## src/rtl/mem_ctrl_pkg.sv

```systemverilog
// Shared definitions for the byte-serial memory controller: op encodings, FSM states, defaults.
package mem_ctrl_pkg;

  localparam int unsigned ADDR_W_DEF  = 32;
  localparam int unsigned DATA_W      = 32;
  localparam logic [31:0] IO_BASE_DEF = 32'h0003_0000;

  // LSB request types; bit 3 = store, bit 2 = unsigned, bits [1:0] = size.
  typedef enum logic [3:0] {
    LS_LB  = 4'b0000,
    LS_LH  = 4'b0001,
    LS_LW  = 4'b0010,
    LS_LBU = 4'b0100,
    LS_LHU = 4'b0101,
    LS_SB  = 4'b1000,
    LS_SH  = 4'b1001,
    LS_SW  = 4'b1010
  } ls_op_e;

  typedef enum logic [1:0] {
    ST_IDLE,
    ST_LOAD,
    ST_STORE,
    ST_FETCH
  } state_e;

  // Number of bytes moved for a given size field.
  function automatic logic [2:0] byte_count(input logic [1:0] sz);
    case (sz)
      2'b00:   return 3'd1;
      2'b01:   return 3'd2;
      default: return 3'd4;
    endcase
  endfunction

endpackage

```

## src/rtl/mem_ctrl_load_ext.sv

```systemverilog
// Combinational load result extension: raw little-endian bytes -> sign/zero-extended word.
module load_ext
  import mem_ctrl_pkg::*;
(
  input  logic [3:0]        ls_type,
  input  logic [DATA_W-1:0] raw,
  output logic [DATA_W-1:0] ext
);

  // Select width and extension from the request type; stores report zero.
  always_comb begin
    ext = raw;
    if (ls_type[3]) begin
      ext = '0;
    end else begin
      case (ls_type[1:0])
        2'b00:   ext = ls_type[2] ? {24'd0, raw[7:0]}  : {{24{raw[7]}}, raw[7:0]};
        2'b01:   ext = ls_type[2] ? {16'd0, raw[15:0]} : {{16{raw[15]}}, raw[15:0]};
        default: ext = raw;
      endcase
    end
  end

endmodule

```

## src/rtl/mem_ctrl.sv

```systemverilog
// Byte-serial RAM/IO controller serving the LSB load/store port and the fetch miss port.
module mem_ctrl
  import mem_ctrl_pkg::*;
#(
  parameter logic [31:0] IO_BASE = IO_BASE_DEF,
  parameter int unsigned ADDR_W  = ADDR_W_DEF
) (
  input  logic              clk_in,
  input  logic              rst_in,
  input  logic              rdy_in,
  input  logic              clear,
  input  logic              ls_enable,
  input  logic [ADDR_W-1:0] addr,
  input  logic [31:0]       store_val,
  input  logic [3:0]        lsb_type,
  output logic              ls_finished,
  output logic [31:0]       load_val,
  input  logic              if_req,
  input  logic [ADDR_W-1:0] if_addr,
  output logic              if_done,
  output logic [31:0]       if_data,
  input  logic [7:0]        mem_din,
  output logic [7:0]        mem_dout,
  output logic [ADDR_W-1:0] mem_a,
  output logic              mem_wr,
  input  logic              io_buffer_full
);

  state_e            state;
  logic [2:0]        cnt;
  logic [ADDR_W-1:0] base_a;
  logic [3:0]        op;
  logic [31:0]       st_data;
  logic [31:0]       rd_buf;
  logic              clr_pend;   // clear seen during a committed store: suppress its pulse
  logic              restart;    // pause hit a read: the read pipeline must restart at byte 0
  logic              mem_wr_q;

  logic [2:0]        nbytes;
  logic [1:0]        cap_idx;
  logic [1:0]        nxt_idx;
  logic [31:0]       rd_next;
  logic [31:0]       ext_val;
  logic              io_block;

  // Per-cycle helpers: byte count, capture merge and IO backpressure.
  always_comb begin
    nbytes   = byte_count(op[1:0]);
    cap_idx  = 2'(cnt - 3'd1);
    nxt_idx  = 2'(cnt + 3'd1);
    rd_next  = rd_buf;
    rd_next[{cap_idx, 3'b000} +: 8] = mem_din;
    io_block = (mem_a >= ADDR_W'(IO_BASE)) && io_buffer_full;
  end

  // Write strobe is gated by pause and by a full IO buffer.
  assign mem_wr = mem_wr_q && rdy_in && !io_block;

  load_ext u_load_ext (
    .ls_type (op),
    .raw     (rd_next),
    .ext     (ext_val)
  );

  // Controller FSM with byte counter and registered outputs.
  always_ff @(posedge clk_in or posedge rst_in) begin
    if (rst_in) begin
      state       <= ST_IDLE;
      cnt         <= 3'd0;
      base_a      <= '0;
      op          <= 4'd0;
      st_data     <= 32'd0;
      rd_buf      <= 32'd0;
      clr_pend    <= 1'b0;
      restart     <= 1'b0;
      mem_wr_q    <= 1'b0;
      mem_a       <= '0;
      mem_dout    <= 8'd0;
      ls_finished <= 1'b0;
      load_val    <= 32'd0;
      if_done     <= 1'b0;
      if_data     <= 32'd0;
    end else if (!rdy_in) begin
      if (state == ST_LOAD || state == ST_FETCH) restart <= 1'b1;
    end else begin
      ls_finished <= 1'b0;
      if_done     <= 1'b0;
      case (state)
        ST_IDLE: begin
          if (!clear) begin
            if (ls_enable) begin
              base_a   <= addr;
              op       <= lsb_type;
              st_data  <= store_val;
              cnt      <= 3'd0;
              mem_a    <= addr;
              clr_pend <= 1'b0;
              restart  <= 1'b0;
              if (lsb_type[3]) begin
                state    <= ST_STORE;
                mem_wr_q <= 1'b1;
                mem_dout <= store_val[7:0];
              end else begin
                state    <= ST_LOAD;
              end
            end else if (if_req) begin
              base_a  <= if_addr;
              op      <= LS_LW;
              cnt     <= 3'd0;
              mem_a   <= if_addr;
              restart <= 1'b0;
              state   <= ST_FETCH;
            end
          end
        end

        ST_LOAD, ST_FETCH: begin
          if (clear) begin
            state   <= ST_IDLE;
            cnt     <= 3'd0;
            restart <= 1'b0;
          end else if (restart) begin
            restart <= 1'b0;
            cnt     <= 3'd0;
            mem_a   <= base_a;
          end else if (cnt == nbytes) begin
            state  <= ST_IDLE;
            cnt    <= 3'd0;
            rd_buf <= rd_next;
            if (state == ST_LOAD) begin
              ls_finished <= 1'b1;
              load_val    <= ext_val;
            end else begin
              if_done <= 1'b1;
              if_data <= rd_next;
            end
          end else begin
            if (cnt != 3'd0) rd_buf <= rd_next;
            if ((cnt + 3'd1) < nbytes) mem_a <= base_a + ADDR_W'(cnt + 3'd1);
            cnt <= cnt + 3'd1;
          end
        end

        ST_STORE: begin
          if (clear) clr_pend <= 1'b1;
          if (!io_block) begin
            if (cnt == (nbytes - 3'd1)) begin
              state    <= ST_IDLE;
              cnt      <= 3'd0;
              mem_wr_q <= 1'b0;
              if (!(clear || clr_pend)) begin
                ls_finished <= 1'b1;
                load_val    <= ext_val;
              end
            end else begin
              cnt      <= cnt + 3'd1;
              mem_a    <= base_a + ADDR_W'(cnt + 3'd1);
              mem_dout <= st_data[{nxt_idx, 3'b000} +: 8];
            end
          end
        end

        default: state <= ST_IDLE;
      endcase
    end
  end

endmodule

```

## config.mk

```make
export PLATFORM = sky130hd
export DESIGN_NAME = mem_ctrl
export DESIGN_NICKNAME = d
export VERILOG_FILES = /design/src/rtl/mem_ctrl_pkg.sv /design/src/rtl/mem_ctrl_load_ext.sv /design/src/rtl/mem_ctrl.sv
export SDC_FILE = /design/constraint.sdc
export NUM_CORES = 1
export LEC_CHECK = 0
export BUFFER_PORTS_ARGS = -buffer_cell sky130_fd_sc_hd__buf_2
export CAP_MARGIN = 15
export CORE_MARGIN = 2
export CORE_UTILIZATION = 25
export DETAILED_ROUTE_END_ITERATION = 6
export GPL_TIMING_DRIVEN = 0
export PLACE_DENSITY_LB_ADDON = 0.12
export SLEW_MARGIN = 5
export SYNTH_ARGS = -nofsm -noshare
export SYNTH_HDL_FRONTEND = slang
export SYNTH_SLANG_ARGS = --single-unit
```

## constraint.sdc

```tcl
create_clock -name clk_in -period 6.5 [get_ports clk_in]
set_input_delay 0.325 -clock clk_in [delete_from_list [all_inputs] [get_ports clk_in]]
set_output_delay 0.325 -clock clk_in [all_outputs]
set_load 0.005 [all_outputs]
```

==> key figures, run 1 <==
Status
  – Run status: complete, no violations

STA
  – Slew at the pin closest to its max-slew limit: 0.922 ns
  – Worst max-slew margin expressed relative to the limit: 0.385
  – Number of pins with negative max-slew slack in the final report: 0
  – Final hold viol count: 0
  – Unrepaired setup endpoints after global routing: false
  – Period minus WS final: 3.80 ns
  – Final setup fails: 0
  – Tcrit/Tclk final: 0.585
  – Maximum operating frequency: about 260 MHz
  – Worst setup skew after layout: 0.00972 ns

Logic synthesis
  – Yosys warnings: 0
  – Cells after synthesis: 1051
  – Share of synthesized flip-flops with an asynchronous set or reset: 1.00
  – Mean Syn Cell Area: 10.1 um2
  – Number of enable-type register cells in the synthesized netlist: 0
  – Most used flip-flop cell after synthesis: sky130_fd_sc_hd__dfrtp_1
  – Unique masters post-synth: 61
  – Post-Synthesis Cell Area: 10600 um2
  – Net count of the mapped netlist: around 1200
  – Register area share after synthesis: 0.503
  – Flip-flop and latch count after synthesis: 214

Clocking
  – Clock tree from TritonCTS: built
  – Post-cts sizing count: 0
  – Clock latency of the later-clocked register in the worst-skew pair: between 0.5 and 0.6 ns
  – Number of sinks handled by clock tree synthesis: 214
  – Number of buffers created by CTS: 26
  – Clk buf depth: 3
  – Number of H-tree branching levels: 1
  – Clk slew on worst S/H paths: 0.06 ns
  – Root buf cell: sky130_fd_sc_hd__clkbuf_16

Critical path
  – Critical R2R Capture: mem_a[31]
  – Worst path max stage delay: approximately 0.67 ns
  – Maximum fanout along the worst path: 10
  – Type of the setup path with the least slack: reg -> reg
  – Minimum setup slack among reg-to-reg paths: 2.70 ns
  – Crit start category: flop
  – Bufs and invs on worst path: 3
  – Crit-path most repeated cell: sky130_fd_sc_hd__o21ai_0
  – Critical path's slowest cell: sky130_fd_sc_hd__dfrtp_1
  – Launch instance of the worst register-to-register path: cnt[0]
  – Required time worst endpoint: 6.93 ns
  – Crit path cell chain: buf_2 > inv_1 > ha_1 > nand2b_1 > a221oi_2 > clkbuf_1 > nand4_1 > xnor2_1 > o21ai_0 > o21ai_0
  – Arrival time worst endpoint: 4.23 ns
  – Family with the most delay on the worst path: buffers and inverters
  – Type of destination of the critical path: flop
  – Worst r2r path cells: 10

Route
  – Post-DR wirelength/cell: between 15 and 20 um
  – Count of TritonRoute iterations in the first routing pass: 5
  – Via count: roughly 8700
  – Antenna-violating nets left: 0
  – Sum of routed wire length over all layers: roughly 35 mm
  – Total DRC errors in the routed layout: 0
  – Violation count after the first detailed-routing iteration: between 400 and 500
  – Post-detailed-route via-to-cell ratio: approximately 4.6

Power and ir drop
  – Power, Total: 6.25 mW
  – Power density of the placed cells: 456 nW/um2
  – Worst IR drop on VDD: 223 uV
  – Leakage power of the design: around 6.3 nW

Global route
  – Global-route wire length before repair: 53.9 mm
  – Global Route Usage Sum: 0.158
  – Number of antenna violations at the first check in global routing: 2
  – Number of global-route vias before repair: about 8800
  – Maximum number of pins on one net before global-route repair: 89
  – Total congestion overflow: 0

Min path
  – Hold path cells: 3
  – Endpoint of the worst hold path: op[0]
  – Worst min-delay path startpoint: lsb_type[0]
  – Classification of the worst-slack hold path: in -> reg

Job
  – Count of maximum capacitance violations: 0

Finish
  – Area growth from synthesis to layout: 28.9%
  – Fillers: 4400
  – Final cell area excluding filler cells: 13700 um2
  – Layout cell share with drive strength beyond 1: 0.308
  – Antenna cells: 0
  – Final nets: 1459

Floorplanning
  – Starting density of the core: 0.254
  – Boundary Pins: 222
  – Die width: 210 um
  – Die Y-Extent: 210 um
  – Area of the core: 41900 um2
  – Floorplan die area: 44200 um2
  – # rows: 75

Placed design
  – Buffers on Ports: 220
  – Placement Cell Area: around 12000 um2
  – Placed wire-length estimate after detailed placement: 25.5 mm
  – Final weighted congestion of routability-driven global placement: just under 0.8
## worst reg2reg max path: stages (launching register included)
cell	delay, ns
sky130_fd_sc_hd__dfrtp_1	0.67
sky130_fd_sc_hd__buf_2	0.47
sky130_fd_sc_hd__inv_1	0.22
sky130_fd_sc_hd__ha_1	0.27
sky130_fd_sc_hd__nand2b_1	0.16
sky130_fd_sc_hd__a221oi_2	0.65
sky130_fd_sc_hd__clkbuf_1	0.54
sky130_fd_sc_hd__nand4_1	0.20
sky130_fd_sc_hd__xnor2_1	0.17
sky130_fd_sc_hd__o21ai_0	0.21
sky130_fd_sc_hd__o21ai_0	0.12
## metrics by stage
step / utilization / instances / TNS [ns] / hold slack [ns] / setup WS (ns)
detailed placement: 0.297 / 1812 / 0 / 0.346 / 2.58
finish: 0.327 / 1891 / 0 / 0.0274 / 2.70
global placement: 0.296 / 1810 / -670.08 / 0.455 / -3.15
floorplan: - / 1051 / 0 / 0.432 / 0.324
CTS: 0.327 / 1891 / 0 / 0.000969 / 2.58
global route: 0.327 / 1891 / 0 / 0.0198 / 2.35
## sequential cells by signal, summed over array words and instances (netlist names), 2 cells and up
| register | count |
|---|---|
| cnt | 3 |
| load_val | 32 |
| mem_dout | 8 |
| rd_buf | 32 |
| st_data | 32 |
| state | 2 |
| mem_a | 32 |
| if_data | 32 |
| op | 4 |
| base_a | 32 |
## cell families after synthesis
family          after synthesis  synth area share
buf+inv                      87            0.0388
xor+xnor                     32            0.0263
compound gates              275             0.165
fa+ha+maj                    12            0.0148
mux                          90             0.100
flops                       214             0.503
simple gates                341             0.152
## timing repair
action / 4_1_cts / 5_1_grt
hold endpoints to repair: 71 / 0
buffers inserted: 0 / 0
hold buffers: 31 / 0
## layout by cell type (no fill, tap or decap), drive strengths merged, types with 2 or more instances in the layout
| cell | synthesis | final |
|---|---|---|
| clkbuf | 32 | 63 |
| o21ai | 96 | 96 |
| nand3b | 2 | 2 |
| a22oi | 8 | 8 |
| buf | 35 | 257 |
| o21a | 3 | 3 |
| dfrtp | 214 | 214 |
| nand3 | 17 | 17 |
| or2 | 3 | 3 |
| nand4 | 16 | 16 |
| and2 | 19 | 19 |
| a21oi | 113 | 113 |
| bufinv | 0 | 6 |
| nor4 | 8 | 8 |
| nor3 | 4 | 4 |
| mux4 | 8 | 8 |
| o31ai | 26 | 26 |
| nand2 | 116 | 116 |
| xor2 | 5 | 5 |
| nor2 | 113 | 113 |
| clkinv | 2 | 12 |
| a31oi | 13 | 13 |
| a211oi | 3 | 3 |
| dlygate4sd3 | 0 | 31 |
| inv | 18 | 18 |
| and3 | 3 | 3 |
| mux2i | 32 | 32 |
| mux2 | 50 | 50 |
| xnor2 | 27 | 27 |
| o22ai | 3 | 3 |
| nor2b | 27 | 27 |
| nand2b | 3 | 3 |
| a21o | 4 | 4 |
| ha | 11 | 11 |
| and4 | 5 | 5 |
## metal layers
layer	GRT usage	vias up	wire [um]
met5	0	-	27
met2	0.254	185	16100
met3	0.0265	50	1510
li1	-	4241	-
met4	0.0430	4	882
met1	0.219	4211	16600
## area by class of cell
class / instances / area, um2 / share of cell area
Buffer: 67 / 338 / 0.0246
Clock buffer: 31 / 679 / 0.0495
Clock inverter: 17 / 249 / 0.0182
Inverter: 20 / 82.6 / 0.00602
Multi-Input combinational cell: 750 / 4870 / 0.355
Sequential cell: 214 / 5360 / 0.391
Tap cell: 539 / 674 / 0.0492
Timing Repair Buffer: 253 / 1470 / 0.107
## report_power, final
| group | switching (mW) | internal [mW] |
|---|---|---|
| Combinational | 1.42 | 1.03 |
| Sequential | 0.364 | 1.83 |
| Clock | 0.611 | 0.985 |
| Total | 2.40 | 3.85 |
## synthesized netlist by cell type (18+ instances only)
| master | n | area, um2 |
|---|---|---|
| sky130_fd_sc_hd__buf_2 | 21 | 105 |
| sky130_fd_sc_hd__mux2_2 | 50 | 563 |
| sky130_fd_sc_hd__clkbuf_1 | 29 | 109 |
| sky130_fd_sc_hd__nand2_1 | 116 | 435 |
| sky130_fd_sc_hd__mux2i_1 | 32 | 320 |
| sky130_fd_sc_hd__inv_1 | 18 | 67.6 |
| sky130_fd_sc_hd__a21oi_2 | 21 | 184 |
| sky130_fd_sc_hd__dfrtp_1 | 214 | 5360 |
| sky130_fd_sc_hd__o31ai_2 | 19 | 238 |
| sky130_fd_sc_hd__xnor2_1 | 27 | 236 |
| sky130_fd_sc_hd__a21oi_1 | 92 | 460 |
| sky130_fd_sc_hd__nor2b_1 | 27 | 169 |
| sky130_fd_sc_hd__o21ai_0 | 94 | 470 |
| sky130_fd_sc_hd__nor2_1 | 112 | 420 |
| sky130_fd_sc_hd__and2_1 | 19 | 119 |
## worst max path at each step
stage	from	end	depth (start not counted)
after global routing	cnt[0]	mem_a[22]	11
after detailed placement	cnt[0]	load_val[19]	11
after global placement	rst_in	mem_a[14]	2
after floorplan	rst_in	base_a[0]	1
after CTS	cnt[0]	load_val[23]	11
final	cnt[0]	mem_a[31]	10
Power figures use the tool's default switching activity.
==> run 2: changes to the inputs <==
- clock period: 6.5 -> 3.55 ns (I/O delays scaled with it)
==> run 2 against run 1 <==
Non-clock buffer count increased by 55; utilization increased by 1.2 points; critical endpoint is now mem_dout[3]; count of clock-buffer cells in the layout grew 10; sequential cell count unchanged; worst setup slack got worse by 2.5 ns; highest routed layer unchanged; final cell count increased by 2.7%; power is 80% higher; sequential power increased by 84%.
==> key figures, run 2 (synthesized netlist as in run 1, its figures left out) <==
Route
  – Post-detailed-route via-to-cell ratio: 4.63 (+0.73%)
  – Post-DR wirelength/cell: 18.4 um (-0.82%)
  – Count of TritonRoute iterations in the first routing pass: 5 (unchanged)
  – Via count: 8995 (+3.5%)
  – Sum of routed wire length over all layers: 35.8 mm (+1.9%)
  – Total DRC errors in the routed layout: 0 (unchanged)
  – Violation count after the first detailed-routing iteration: 393 (-5.3%)
  – Antenna-violating nets left: 0 (unchanged)

STA
  – Hold Slack: 0.0109 ns (-0.0165 ns)
  – Worst max-slew margin expressed relative to the limit: 0.272 (-0.113)
  – Tcrit/Tclk final: 0.934 (+0.349)
  – Number of pins with negative max-slew slack in the final report: 0 (unchanged)
  – Maximum operating frequency: 302 MHz (+15%)
  – Worst setup skew after layout: 0.0127 ns (+0.00293 ns)
  – Unrepaired setup endpoints after global routing: false
  – Final setup fails: 0 (unchanged)
  – Period minus WS final: 3.32 ns (-0.486 ns)
  – Slew at the pin closest to its max-slew limit: 1.09 ns (+0.169 ns)
  – Final hold viol count: 0 (unchanged)

Power and ir drop
  – Power density of the placed cells: 792 nW/um2 (+74%)
  – Leakage power of the design: 6.49 nW (+3.0%)
  – Power, Total: 11.2 mW (+80%)
  – Worst IR drop on VDD: 379 uV (+70%)

Finish
  – Share of the core filled with cells in the final layout: 0.338 (+0.0115)
  – Layout cell share with drive strength beyond 1: 0.296 (-0.0114)
  – Commonest non-fill, non-tap cell in the layout: sky130_fd_sc_hd__buf_2
  – Final nets: 1515 (+3.8%)
  – Fillers: 4381 (-0.43%)
  – Area growth from synthesis to layout: 33.5%
  – Antenna cells: 0 (unchanged)
  – Most frequent cells in the layout: sky130_fd_sc_hd__buf_2 (240), sky130_fd_sc_hd__dfrtp_1 (213), sky130_fd_sc_hd__nand2_1 (116), sky130_fd_sc_hd__nor2_1 (111), sky130_fd_sc_hd__o21ai_0 (94)

Floorplanning
  – # rows: 75 (unchanged)
  – Die width: 210 um (unchanged)
  – Die Y-Extent: 210 um (unchanged)
  – Floorplan die area: 44200 um2 (unchanged)
  – Area of the core: 41900 um2 (unchanged)
  – Boundary Pins: 222 (unchanged)
  – Starting density of the core: 0.254 (unchanged)

Clocking
  – Clock latency of the later-clocked register in the worst-skew pair: 0.55 ns (about the same)
  – Root buf cell: sky130_fd_sc_hd__clkbuf_16
  – Clk buf depth: 3 (unchanged)
  – Number of buffers created by CTS: 27 (+3.8%)
  – Clock tree from TritonCTS: built
  – Number of H-tree branching levels: 1 (unchanged)
  – Clk slew on worst S/H paths: 0.06 ns (about the same)
  – Number of sinks handled by clock tree synthesis: 214 (unchanged)

Critical path
  – Required time worst endpoint: 3.98 ns (-2.95 ns)
  – Maximum fanout along the worst path: 10 (unchanged)
  – Type of destination of the critical path: flop
  – Type of the setup path with the least slack: reg -> reg
  – Arrival time worst endpoint: 3.75 ns (-0.48 ns)
  – Crit start category: flop

Min path
  – Classification of the worst-slack hold path: in -> reg

Status
  – Run status: complete, no violations

Placed design
  – Placed wire-length estimate after detailed placement: 26.0 mm (+2.2%)
  – Final weighted congestion of routability-driven global placement: 0.774 (-0.28%)
  – Buffers on Ports: 220 (unchanged)

Global route
  – Global Route Usage Sum: 0.163 (+0.00535)
  – Total congestion overflow: 0 (unchanged)
  – Number of antenna violations at the first check in global routing: 2 (unchanged)
  – Number of global-route vias before repair: 9467 (+7.1%)
  – Global-route wire length before repair: 56.5 mm (+4.9%)
  – Maximum number of pins on one net before global-route repair: 37 (-58%)

Job
  – Count of maximum capacitance violations: 0 (unchanged)
-- run 2: cell types whose count changed in the layout (fill, tap and decap cells not counted), sizes merged --
cell and change:
bufinv -5, clkbuf +10, dlygate4sd3 +50, clkinv -8
buf +5
-- run 2: layer usage --
| layer | global-route usage | part of all wire |
|---|---|---|
| met3 | 0.0286 | 0.043 |
| met1 | 0.223 | 0.47 |
| met5 | 0.00111 | 0.00067 |
| met2 | 0.272 | 0.48 |
| met4 | 0.0306 | 0.016 |
-- run 2: critical path, cell delays in order, from the launching register on --
cell and delay, ns:
sky130_fd_sc_hd__dfrtp_2 0.54, sky130_fd_sc_hd__buf_4 0.31, sky130_fd_sc_hd__inv_1 0.16, sky130_fd_sc_hd__ha_1 0.40
sky130_fd_sc_hd__buf_1 0.83, sky130_fd_sc_hd__mux4_2 0.41, sky130_fd_sc_hd__mux2_2 0.28, sky130_fd_sc_hd__mux2_2 0.26
-- run 2: worst paths after layout --
kind | start | end | slack, ns | depth (start not counted)
setup / recovery | cnt[0] | mem_dout[3] | 0.23 | 7
hold / removal | if_addr[23] | base_a[23] | 0.01 | 3
setup reg to reg | cnt[0] | mem_dout[3] | 0.23 | 7
hold reg to reg | rd_buf[9] | rd_buf[9] | 0.47 | 2
max in group asynchronous | rst_in | mem_a[7] | 2.28 | 5
min in group asynchronous | rst_in | mem_dout[1] | 0.35 | 3
-- run 2: area by class of cell --
type	count	area (um2)	area share
clock buffers	41	748	0.0527
inverters	20	78.8	0.00555
multi-input cells	750	4890	0.345
well taps	539	674	0.0475
clock inverters	4	48.8	0.00344
flip-flops and latches	214	5360	0.377
plain buffers	67	345	0.0243
repair buffers	308	2050	0.145
-- run 2: what timing repair did --
item                                   4_1_cts  5_1_grt
pin swaps                                    0        1
gates resized for setup                      2       12
setup buffers                                0        1
gates cloned                                 0        0
endpoints found under the hold margin       97        0
hold buffers                                81        0
setup endpoints to repair                   68       47
-- run 2: where the power goes --
part,internal (mW),switching (mW)
clock network,1.51,1.08
registers,3.36,0.679
logic,1.98,2.63
-- run 2: metrics by stage --
| stage | worst slack (ns) | cell area [um2] | TNS, ns | std cells |
|---|---|---|---|---|
| after global routing | 0.0274 | 14200 | 0 | 1943 |
| final | 0.234 | 14200 | 0 | 1943 |
| after detailed placement | -0.341 | 12500 | -11.79 | 1816 |
| after floorplan | 0.588 | 10600 | 0 | 1051 |
| after global placement | -1.22 | 12400 | -265.94 | 1810 |
| after CTS | 0.0162 | 14100 | 0 | 1942 |
